--- config.mk ---
export PLATFORM = sky130hd
export DESIGN_NAME = uart_cmd_parser
export DESIGN_NICKNAME = d
export VERILOG_FILES = /design/src/rtl/uart_cmd_parser.sv
export SDC_FILE = /design/constraint.sdc
export NUM_CORES = 1
export LEC_CHECK = 0
export BUFFER_PORTS_ARGS = -buffer_cell sky130_fd_sc_hd__buf_4
export CELL_PAD_IN_SITES_DETAIL_PLACEMENT = 1
export CELL_PAD_IN_SITES_GLOBAL_PLACEMENT = 1
export CORE_MARGIN = 2
export CORE_UTILIZATION = 45
export CTS_CLUSTER_DIAMETER = 40
export CTS_CLUSTER_SIZE = 12
export DETAILED_ROUTE_END_ITERATION = 6
export PLACE_DENSITY = 0.7
export SYNTH_ARGS = -nofsm -noshare
export SYNTH_HDL_FRONTEND = slang
export SYNTH_SLANG_ARGS = --single-unit
--- constraint.sdc ---
create_clock -name clk -period 3.05 [get_ports clk]
set_input_delay 0.4575 -clock clk [delete_from_list [all_inputs] [get_ports clk]]
set_output_delay 0.4575 -clock clk [all_outputs]
set_load 0.02 [all_outputs]
--- src/rtl/uart_cmd_parser.sv ---
// uart_cmd_parser: frames the UART RX byte stream into command packets.
//   Frame format: 0xAA 0x55 CMD LEN PAYLOAD[LEN] CHK, CHK = (CMD+LEN+payload) mod 256.
//   Good frames are presented as a header handshake (cmd_valid/cmd_ready with
//   cmd_code/cmd_len) followed by a ready/valid payload stream with payload_last.
// Ports:
//   clk, rst                 clock, asynchronous active-high reset
//   rx_data, rx_valid        byte stream from the UART receiver
//   cmd_valid/ready/code/len header handshake towards the dispatcher
//   payload_valid/ready/data/last  payload stream towards the dispatcher
//   busy                     high whenever the parser is not hunting for 0xAA
//   err_chk/len/timeout/overrun    one-cycle error pulses
module uart_cmd_parser #(
    parameter int unsigned MAX_PAYLOAD  = 64,
    parameter int unsigned TIMEOUT_CLKS = 500000
) (
    input  logic       clk,
    input  logic       rst,
    input  logic [7:0] rx_data,
    input  logic       rx_valid,
    output logic       cmd_valid,
    input  logic       cmd_ready,
    output logic [7:0] cmd_code,
    output logic [7:0] cmd_len,
    output logic       payload_valid,
    input  logic       payload_ready,
    output logic [7:0] payload_data,
    output logic       payload_last,
    output logic       busy,
    output logic       err_chk,
    output logic       err_len,
    output logic       err_timeout,
    output logic       err_overrun
);

    localparam int unsigned AW = (MAX_PAYLOAD > 1) ? $clog2(MAX_PAYLOAD) : 1;
    // Counter only needs to hold 0..TIMEOUT_CLKS-1.
    localparam int unsigned TW = (TIMEOUT_CLKS > 1) ? $clog2(TIMEOUT_CLKS) : 1;
    localparam logic [TW-1:0] TMO_LAST = TW'(TIMEOUT_CLKS - 1);
    localparam bit            TMO_EN   = (TIMEOUT_CLKS != 0);
    localparam logic [7:0]    MAX_LEN  = 8'(MAX_PAYLOAD);

    typedef enum logic [2:0] {
        StHunt0, StHunt1, StCmd, StLen, StPayload, StCheck, StHdr, StPay
    } state_e;

    state_e          state_q;
    logic [7:0]      sum_q;
    logic [7:0]      wr_ptr_q;
    logic [7:0]      rd_ptr_q;
    logic [TW-1:0]   tmo_cnt_q;
    logic [7:0]      mem [MAX_PAYLOAD];

    logic [7:0]      rd_nxt;
    logic [AW-1:0]   rd_addr;
    logic            rx_phase;

    assign busy     = (state_q != StHunt0);
    assign rx_phase = (state_q == StCmd) || (state_q == StLen) ||
                      (state_q == StPayload) || (state_q == StCheck);
    assign rd_nxt   = rd_ptr_q + 8'd1;
    // Payload data is registered, so the RAM is read one beat ahead of the handshake.
    assign rd_addr  = (state_q == StHdr) ? '0 : rd_nxt[AW-1:0];

    // Payload buffer; no reset so it maps onto RAM.
    always_ff @(posedge clk) begin
        if (state_q == StPayload && rx_valid) begin
            mem[wr_ptr_q[AW-1:0]] <= rx_data;
        end
    end

    always_ff @(posedge clk or posedge rst) begin
        if (rst) begin
            state_q       <= StHunt0;
            sum_q         <= 8'd0;
            wr_ptr_q      <= 8'd0;
            rd_ptr_q      <= 8'd0;
            tmo_cnt_q     <= '0;
            cmd_valid     <= 1'b0;
            cmd_code      <= 8'd0;
            cmd_len       <= 8'd0;
            payload_valid <= 1'b0;
            payload_data  <= 8'd0;
            payload_last  <= 1'b0;
            err_chk       <= 1'b0;
            err_len       <= 1'b0;
            err_timeout   <= 1'b0;
            err_overrun   <= 1'b0;
        end else begin
            err_chk     <= 1'b0;
            err_len     <= 1'b0;
            err_timeout <= 1'b0;
            err_overrun <= 1'b0;

            // Inter-byte timeout: counts idle cycles inside a frame only.
            if (rx_valid || !rx_phase) begin
                tmo_cnt_q <= '0;
            end else if (TMO_EN) begin
                if (tmo_cnt_q == TMO_LAST) begin
                    err_timeout <= 1'b1;
                    state_q     <= StHunt0;
                end else begin
                    tmo_cnt_q <= tmo_cnt_q + TW'(1);
                end
            end

            unique case (state_q)
                StHunt0: begin
                    if (rx_valid && rx_data == 8'hAA) state_q <= StHunt1;
                end
                StHunt1: begin
                    if (rx_valid) begin
                        if (rx_data == 8'h55)      state_q <= StCmd;
                        else if (rx_data != 8'hAA) state_q <= StHunt0;
                    end
                end
                StCmd: begin
                    if (rx_valid) begin
                        cmd_code <= rx_data;
                        sum_q    <= rx_data;
                        state_q  <= StLen;
                    end
                end
                StLen: begin
                    if (rx_valid) begin
                        cmd_len  <= rx_data;
                        sum_q    <= sum_q + rx_data;
                        wr_ptr_q <= 8'd0;
                        if (rx_data > MAX_LEN) begin
                            err_len <= 1'b1;
                            state_q <= StHunt0;
                        end else if (rx_data == 8'd0) begin
                            state_q <= StCheck;
                        end else begin
                            state_q <= StPayload;
                        end
                    end
                end
                StPayload: begin
                    if (rx_valid) begin
                        sum_q    <= sum_q + rx_data;
                        wr_ptr_q <= wr_ptr_q + 8'd1;
                        if (wr_ptr_q == cmd_len - 8'd1) state_q <= StCheck;
                    end
                end
                StCheck: begin
                    if (rx_valid) begin
                        if (rx_data == sum_q) begin
                            cmd_valid <= 1'b1;
                            state_q   <= StHdr;
                        end else begin
                            err_chk <= 1'b1;
                            state_q <= StHunt0;
                        end
                    end
                end
                StHdr: begin
                    // Bytes arriving while presenting are dropped.
                    err_overrun <= rx_valid;
                    if (cmd_ready) begin
                        cmd_valid <= 1'b0;
                        if (cmd_len == 8'd0) begin
                            state_q <= StHunt0;
                        end else begin
                            rd_ptr_q      <= 8'd0;
                            payload_valid <= 1'b1;
                            payload_data  <= mem[rd_addr];
                            payload_last  <= (cmd_len == 8'd1);
                            state_q       <= StPay;
                        end
                    end
                end
                StPay: begin
                    err_overrun <= rx_valid;
                    if (payload_ready) begin
                        if (payload_last) begin
                            payload_valid <= 1'b0;
                            payload_last  <= 1'b0;
                            state_q       <= StHunt0;
                        end else begin
                            rd_ptr_q     <= rd_nxt;
                            payload_data <= mem[rd_addr];
                            payload_last <= (rd_nxt == cmd_len - 8'd1);
                        end
                    end
                end
                default: state_q <= StHunt0;
            endcase
        end
    end

endmodule

== Word-level counts from Yosys, hierarchy flattened ==
Memories as Yosys holds them, arrays and structs flattened.
Index checks and enable logic that the tools add are counted.

* Flip-flop bits (word level): 77
* Memory bits (writable): 512
* Word-level logic and storage cells: 137
* Memories: 1

{| class="wikitable"
|+ Memory list
! name !! words !! bits a word !! rd ports !! clocked after memory_dff !! wr ports !! line !! source
|-
| mem || 64 || 8 || 1 || 0 || 1 || 51 || <nowiki>logic [7:0] mem [MAX_PAYLOAD];</nowiki>
|}

* $add $sub $neg: 5
* Order comparisons: 1
* Equal/unequal tests: 27
* Multiplexer cells: 63
* Reductions and logical operators: 25

{| class="wikitable"
|+ Operators with widths
! cell !! count
|-
| 8-bit 2-to-1 mux || 12
|-
| 8-bit one-hot mux with 2 select lines || 4
|-
| 3-bit 2-to-1 mux || 17
|-
| 19-bit 2-to-1 mux || 2
|-
| 8-bit equality test || 3
|-
| 3-bit one-hot mux with 8 select lines || 1
|-
| 1-bit 2-to-1 mux || 23
|-
| 2-bit inequality test (second input constant) || 10
|-
| 19-bit by 1-bit adder with 19-bit output (second input constant) || 1
|-
| 19-bit equality test (second input constant) || 1
|-
| 8-bit by 1-bit adder with 8-bit output (second input constant) || 2
|-
| 8-bit logical NOT || 2
|-
| 3-bit equality test (second input constant) || 4
|-
| 5-bit AND reduction || 2
|-
| 8-bit adder || 1
|-
| 8-bit by 1-bit equality test with 1-bit output (second input constant) || 1
|-
| 8-bit by 7-bit equality test with 1-bit output (second input constant) || 1
|-
| 8-bit equality test (second input constant) || 1
|-
| 8-bit by 7-bit greater-than comparator with 1-bit output (second input constant) || 1
|-
| 8-bit inequality test (second input constant) || 1
|-
| 4-bit AND reduction || 2
|-
| 2-bit nonzero test || 4
|-
| 8-bit by 1-bit subtractor with 8-bit output (second input constant) || 1
|-
| 3-bit by 2-bit equality test with 1-bit output (second input constant) || 2
|-
| 12 further kinds || 22
|}

== Logic depth before layout (Yosys ltp) ==
* Depth in word-level cells: 11
* Gate-level depth with buffers: 13
* Gate-level depth less buffers: 10

== Least setup slack after synthesis ==
Ideal clock, no wire load.

* Path kind: flip-flop to flip-flop
* Start point: reg state_q[0]
* End point: mem mem[16][0], enable pin
* Library setup time: 0.395 ns
* Arrival: 2.609 ns
* Slack: 0.046 ns
* Cell stages (with the launch flop): 7
* Path through: dfrtp_1 > clkbuf_1 > nor2_1 > nand3_1 > or4b_2 > clkbuf_1 > nor4_1

* Longest elaborated chain between the ends: 4

{| class="wikitable"
|+ RTL lines
! what !! line !! source
|-
| start: declaration || 46 || <nowiki>state_e state_q;</nowiki>
|-
| start signal: assignment || 73 || <nowiki>state_q <= StHunt0;</nowiki>
|-
| start signal: assignment || 100 || <nowiki>state_q <= StHunt0;</nowiki>
|-
| start signal: assignment || 108 || <nowiki>if (rx_valid && rx_data == 8'hAA) state_q <= StHunt1;</nowiki>
|-
| 3-bit equality test || 66 || <nowiki>if (state_q == StPayload && rx_valid) begin</nowiki>
|-
| 1-bit logical AND || 66 ||
|-
| 1-bit 2-to-1 mux || 66 ||
|-
| 1-bit 2-to-1 mux (implied by the code) || 67 || <nowiki>mem[wr_ptr_q[AW-1:0]] <= rx_data;</nowiki>
|-
| end: declaration || 51 ||
|}

No other way between the ends.

== Final worst setup path ==
* Start point: reg state_q[0]
* End point: reg payload_data[0]

* Longest elaborated chain between the ends: 6

{| class="wikitable"
|+ RTL lines
! what !! line !! source
|-
| 3-bit equality test || 62, 106 ||
|-
| 6-bit 2-to-1 mux || 62 || <nowiki>assign rd_addr = (state_q == StHdr) ? '0 : rd_nxt[AW-1:0];</nowiki>
|-
| memory 64 x 8 bit || -- ||
|-
| 8-bit 2-to-1 mux (on tied branches) || 175, 161 ||
|-
| 8-bit 2-to-1 mux (on tied branches) || 174, 159 ||
|-
| 8-bit one-hot mux with 2 select lines || 106 || <nowiki>unique case (state_q)</nowiki>
|-
| end signal: assignment || 166 || <nowiki>payload_data <= mem[rd_addr];</nowiki>
|-
| end signal: assignment || 181 || <nowiki>payload_data <= mem[rd_addr];</nowiki>
|-
| end: declaration || 26 || <nowiki>output logic [7:0] payload_data,</nowiki>
|}

Parallel ways exist; a longest one is shown, timed or not. The select of a mux whose other input is x is not followed.
A chain may end at the register's enable or synchronous reset.

==> impl_metrics.py <==
metrics = {
    "clock_network": {
        "cts_tree": "built",
        "clkSinkCount": 589,
        "root_buffer": "clkbuf_16",
        "numCtsBuffers": 86,
        "clock_path_buffers": 3,
        "cts-resized-gates": 0,
        "htreeDepth": 3,
        "cts.clk_slew.worst_paths_ns": 0.06,
        "insertion_delay_ns": 0.64,
    },
    "status": {
        "status": "finished, final reports clean",
    },
    "setup_path": {
        "worst-path-buf-inv": 2,
        "worst_path_largest_cell_delay_ns": 0.43,
        "crit_type": "reg2reg",
        "cp.required_ns": 3.56,
        "start_kind": "register",
        "reg2reg_depth": 9,
        "critPathCaptureType": "register",
        "critical-path-top-delay-family": "simple AND/OR/NAND/NOR gates",
        "r2r_slack_ns": 0.13,
        "path_max_fanout": 34,
        "arrival_ns": 3.43,
        "crit_chain": "nand3b_2 -> nand2_4 -> buf_12 -> buf_12 -> mux2i_1 -> o21ai_1 -> a211oi_1 -> o32ai_1 -> or3_1",
        "path_common_cell": "buf_12",
        "cp_slowest_cell": "dfrtp_1",
        "reg2reg_from": "state_q[0]",
        "r2r_end": "payload_data[0]",
    },
    "timing": {
        "fin_crit_ns": 2.92,
        "hold_viol_final": 0,
        "period_share_pct": 95.7,
        "rsz0062_at_grt": "false",
        "worst_hold_slack_ns": 0.110,
        "tns_ns": 0,
        "tightest_slew_ns": 0.856,
        "slew_violations": 0,
        "max_freq_mhz": 342,
        "maxSlewHeadroom_pct": 42.6,
        "skew_ns": 0.0291,
        "setup-violations-final": 0,
    },
    "run": {
        "cap_viol_max_count": 0,
    },
    "global_route": {
        "grt_overflow": 0,
        "grt_use_total_pct": 26.7,
        "grt_pass1_vias": 18000,
        "grt_first_pass_wirelength_um": 114000,
        "antenna_found_initial": 0,
        "grt_max_degree": 106,
    },
    "final_layout": {
        "area.growth.synth_to_final_pct": 21.1,
        "num_antenna_cells": 0,
        "layout-drive-gt1-share_pct": 20.5,
        "stdcell_area_mm2": 0.0306,
        "fin_nets": 2054,
    },
    "power_and_ir_drop": {
        "ir_drop_uv": 482,
        "switching_power_mw": 9.34,
        "share_seq_of_total_power_pct": 33.2,
        "intPower_mw": 19.1,
        "switching_share_pct": 32.9,
        "leakage_nw": 10.6,
        "p_per_area_mw_per_mm2": 929,
        "p_clk_share_pct": 38.1,
        "combPwrFrac_pct": 28.7,
    },
    "detailed_routing": {
        "via_count": 16800,
        "drt_wl_total_um": 75700,
        "drt_iter0_drc": 1535,
        "first_pass_iters": 5,
        "drc": 0,
        "viasPerCell": 5.92,
        "routedWlPerCell_um": 26.6,
        "ant_nets": 0,
    },
    "min_path": {
        "hp-start": "cmd_ready",
        "min_to": "payload_valid",
        "min-delay-path-class": "in2reg",
        "worst_hold_path.num_cells": 3,
    },
    "placement": {
        "portBuffers": 44,
        "dpl.hpwl_um": 48500,
        "place_area_mm2": 0.0274,
        "gp_congestion": 0.870,
    },
    "yosys": {
        "syn_area_mm2": 0.0252,
        "synth-async-reset-ratio_pct": 13.1,
        "yosysSeqAreaShare_pct": 68.5,
        "avgSynthCellArea_um2": 13.7,
        "synth_nets": 1871,
        "ys_ff_latch": 589,
        "ys_warn_count": 0,
        "ys_types": 83,
        "synth_cells": 1844,
        "synth_edf_count": 512,
        "ys.flop_type": "edfxtp_1",
    },
    "floorplanning": {
        "start_util_pct": 45.6,
        "fp.dieW_um": 241,
        "dieHeight_um": 241,
        "coreArea_mm2": 0.0553,
        "die_area_mm2": 0.0580,
        "rows": 86,
        "io_pins": 45,
    },
}
==> worst register-to-register path: cells and delay by family, from the launching register on <==
kind                   cells  cell delay, ns
DFF                        1            0.43
buffers and inverters      2            0.57
muxes                      1            0.28
AOI/OAI and AO/OA          3            0.70
and+or+nand+nor            3            0.84
==> cells in the final DEF, fill, tap and decap left out, types with 34 or more instances in the layout <==
cell type,n
o21ai_0,106
edfxtp_1,512
mux2i_1,81
mux4_2,34
nor2_1,141
nand2_1,275
clkbuf_16,89
nand3_1,36
buf_4,186
dfrtp_1,76
==> worst max path at each step <==
stage	from	endpoint	cells past startpoint
detailed placement	rd_ptr_q[0]	payload_data[7]	8
global route	state_q[0]	payload_data[0]	9
finish	state_q[0]	payload_data[0]	9
CTS	rd_ptr_q[2]	payload_data[4]	7
floorplan	state_q[0]	mem[16][0]	6
global placement	rd_ptr_q[0]	payload_data[0]	9
==> per-stage QoR <==
step	total power [mW]	instances	setup slack (ns)	util, %
after floorplan	14.4	1844	0.0460	-
after global placement	17.4	2686	0.181	49.5
after detailed placement	17.6	2686	0.163	49.5
after CTS	28.5	2844	0.139	55.3
after global routing	29.4	2844	0.0462	55.3
final	28.4	2844	0.130	55.3
==> registers in the layout, indices dropped and copies added, names as in the netlist, 3 cells and up <==
| signal | cells |
|---|---|
| mem | 512 |
| wr_ptr_q | 8 |
| cmd_code | 8 |
| cmd_len | 8 |
| tmo_cnt_q | 19 |
| sum_q | 8 |
| payload_data | 8 |
| rd_ptr_q | 8 |
| state_q | 3 |
==> power by group through the flow <==
stage	clock network (mW)	logic, mW	registers, mW
final	10.8	8.16	9.42
after detailed placement	0	8.03	9.57
after CTS	10.9	8.12	9.42
after floorplan	0	4.82	9.61
after global routing	11.3	8.71	9.45
after global placement	0	7.80	9.56
==> layout make-up <==
cell class                 instances  area [um^2]
multi-input combinational       1134         7450
timing repair buffer             200         1670
sequential                       589        17300
fill                            5388        24700
inverter                          16         61.3
clock inverter                    61          886
clock buffer                      96         2260
tap                              748          936
==> synth_stat cells, drive strengths merged, types with 31 or more instances <==
library cell / count / area share, %
mux4: 37 / 3.3
nand2: 277 / 4.1
a211oi: 31 / 0.92
buf: 54 / 1.2
nor2: 143 / 2.1
o21ai: 115 / 2.3
nand3: 38 / 0.79
clkbuf: 51 / 0.76
dfrtp: 77 / 7.6
mux2i: 81 / 3.2
edfxtp: 512 / 61
a21oi: 31 / 0.61
==> repair_timing <==
action | 4_1_cts | 5_1_grt
hold endpoints to repair | 40 | 0
hold buffers | 1 | 0
setup buffers | 0 | 0
==> logic make-up after synthesis <==
kind of cell               share of synthesized area, %
buffers and inverters                              2.20
adders and majority gates                         0.763
muxes                                              7.00
and+or+nand+nor                                    11.2
AOI/OAI and AO/OA                                  8.39
xor gates and xnor gates                           1.90
DFF                                                68.5
==> metal layers <==
| layer | GRT usage, % | up-vias | part of all wire (%) |
|---|---|---|---|
| met5 | 0 | - | 0 |
| met4 | 9.86 | 0 | 3.0 |
| met3 | 4.29 | 143 | 5.9 |
| met2 | 46.0 | 574 | 51 |
| met1 | 34.1 | 8752 | 40 |
| li1 | - | 7363 | - |
Note: power is estimated with default switching activity, not from simulation.
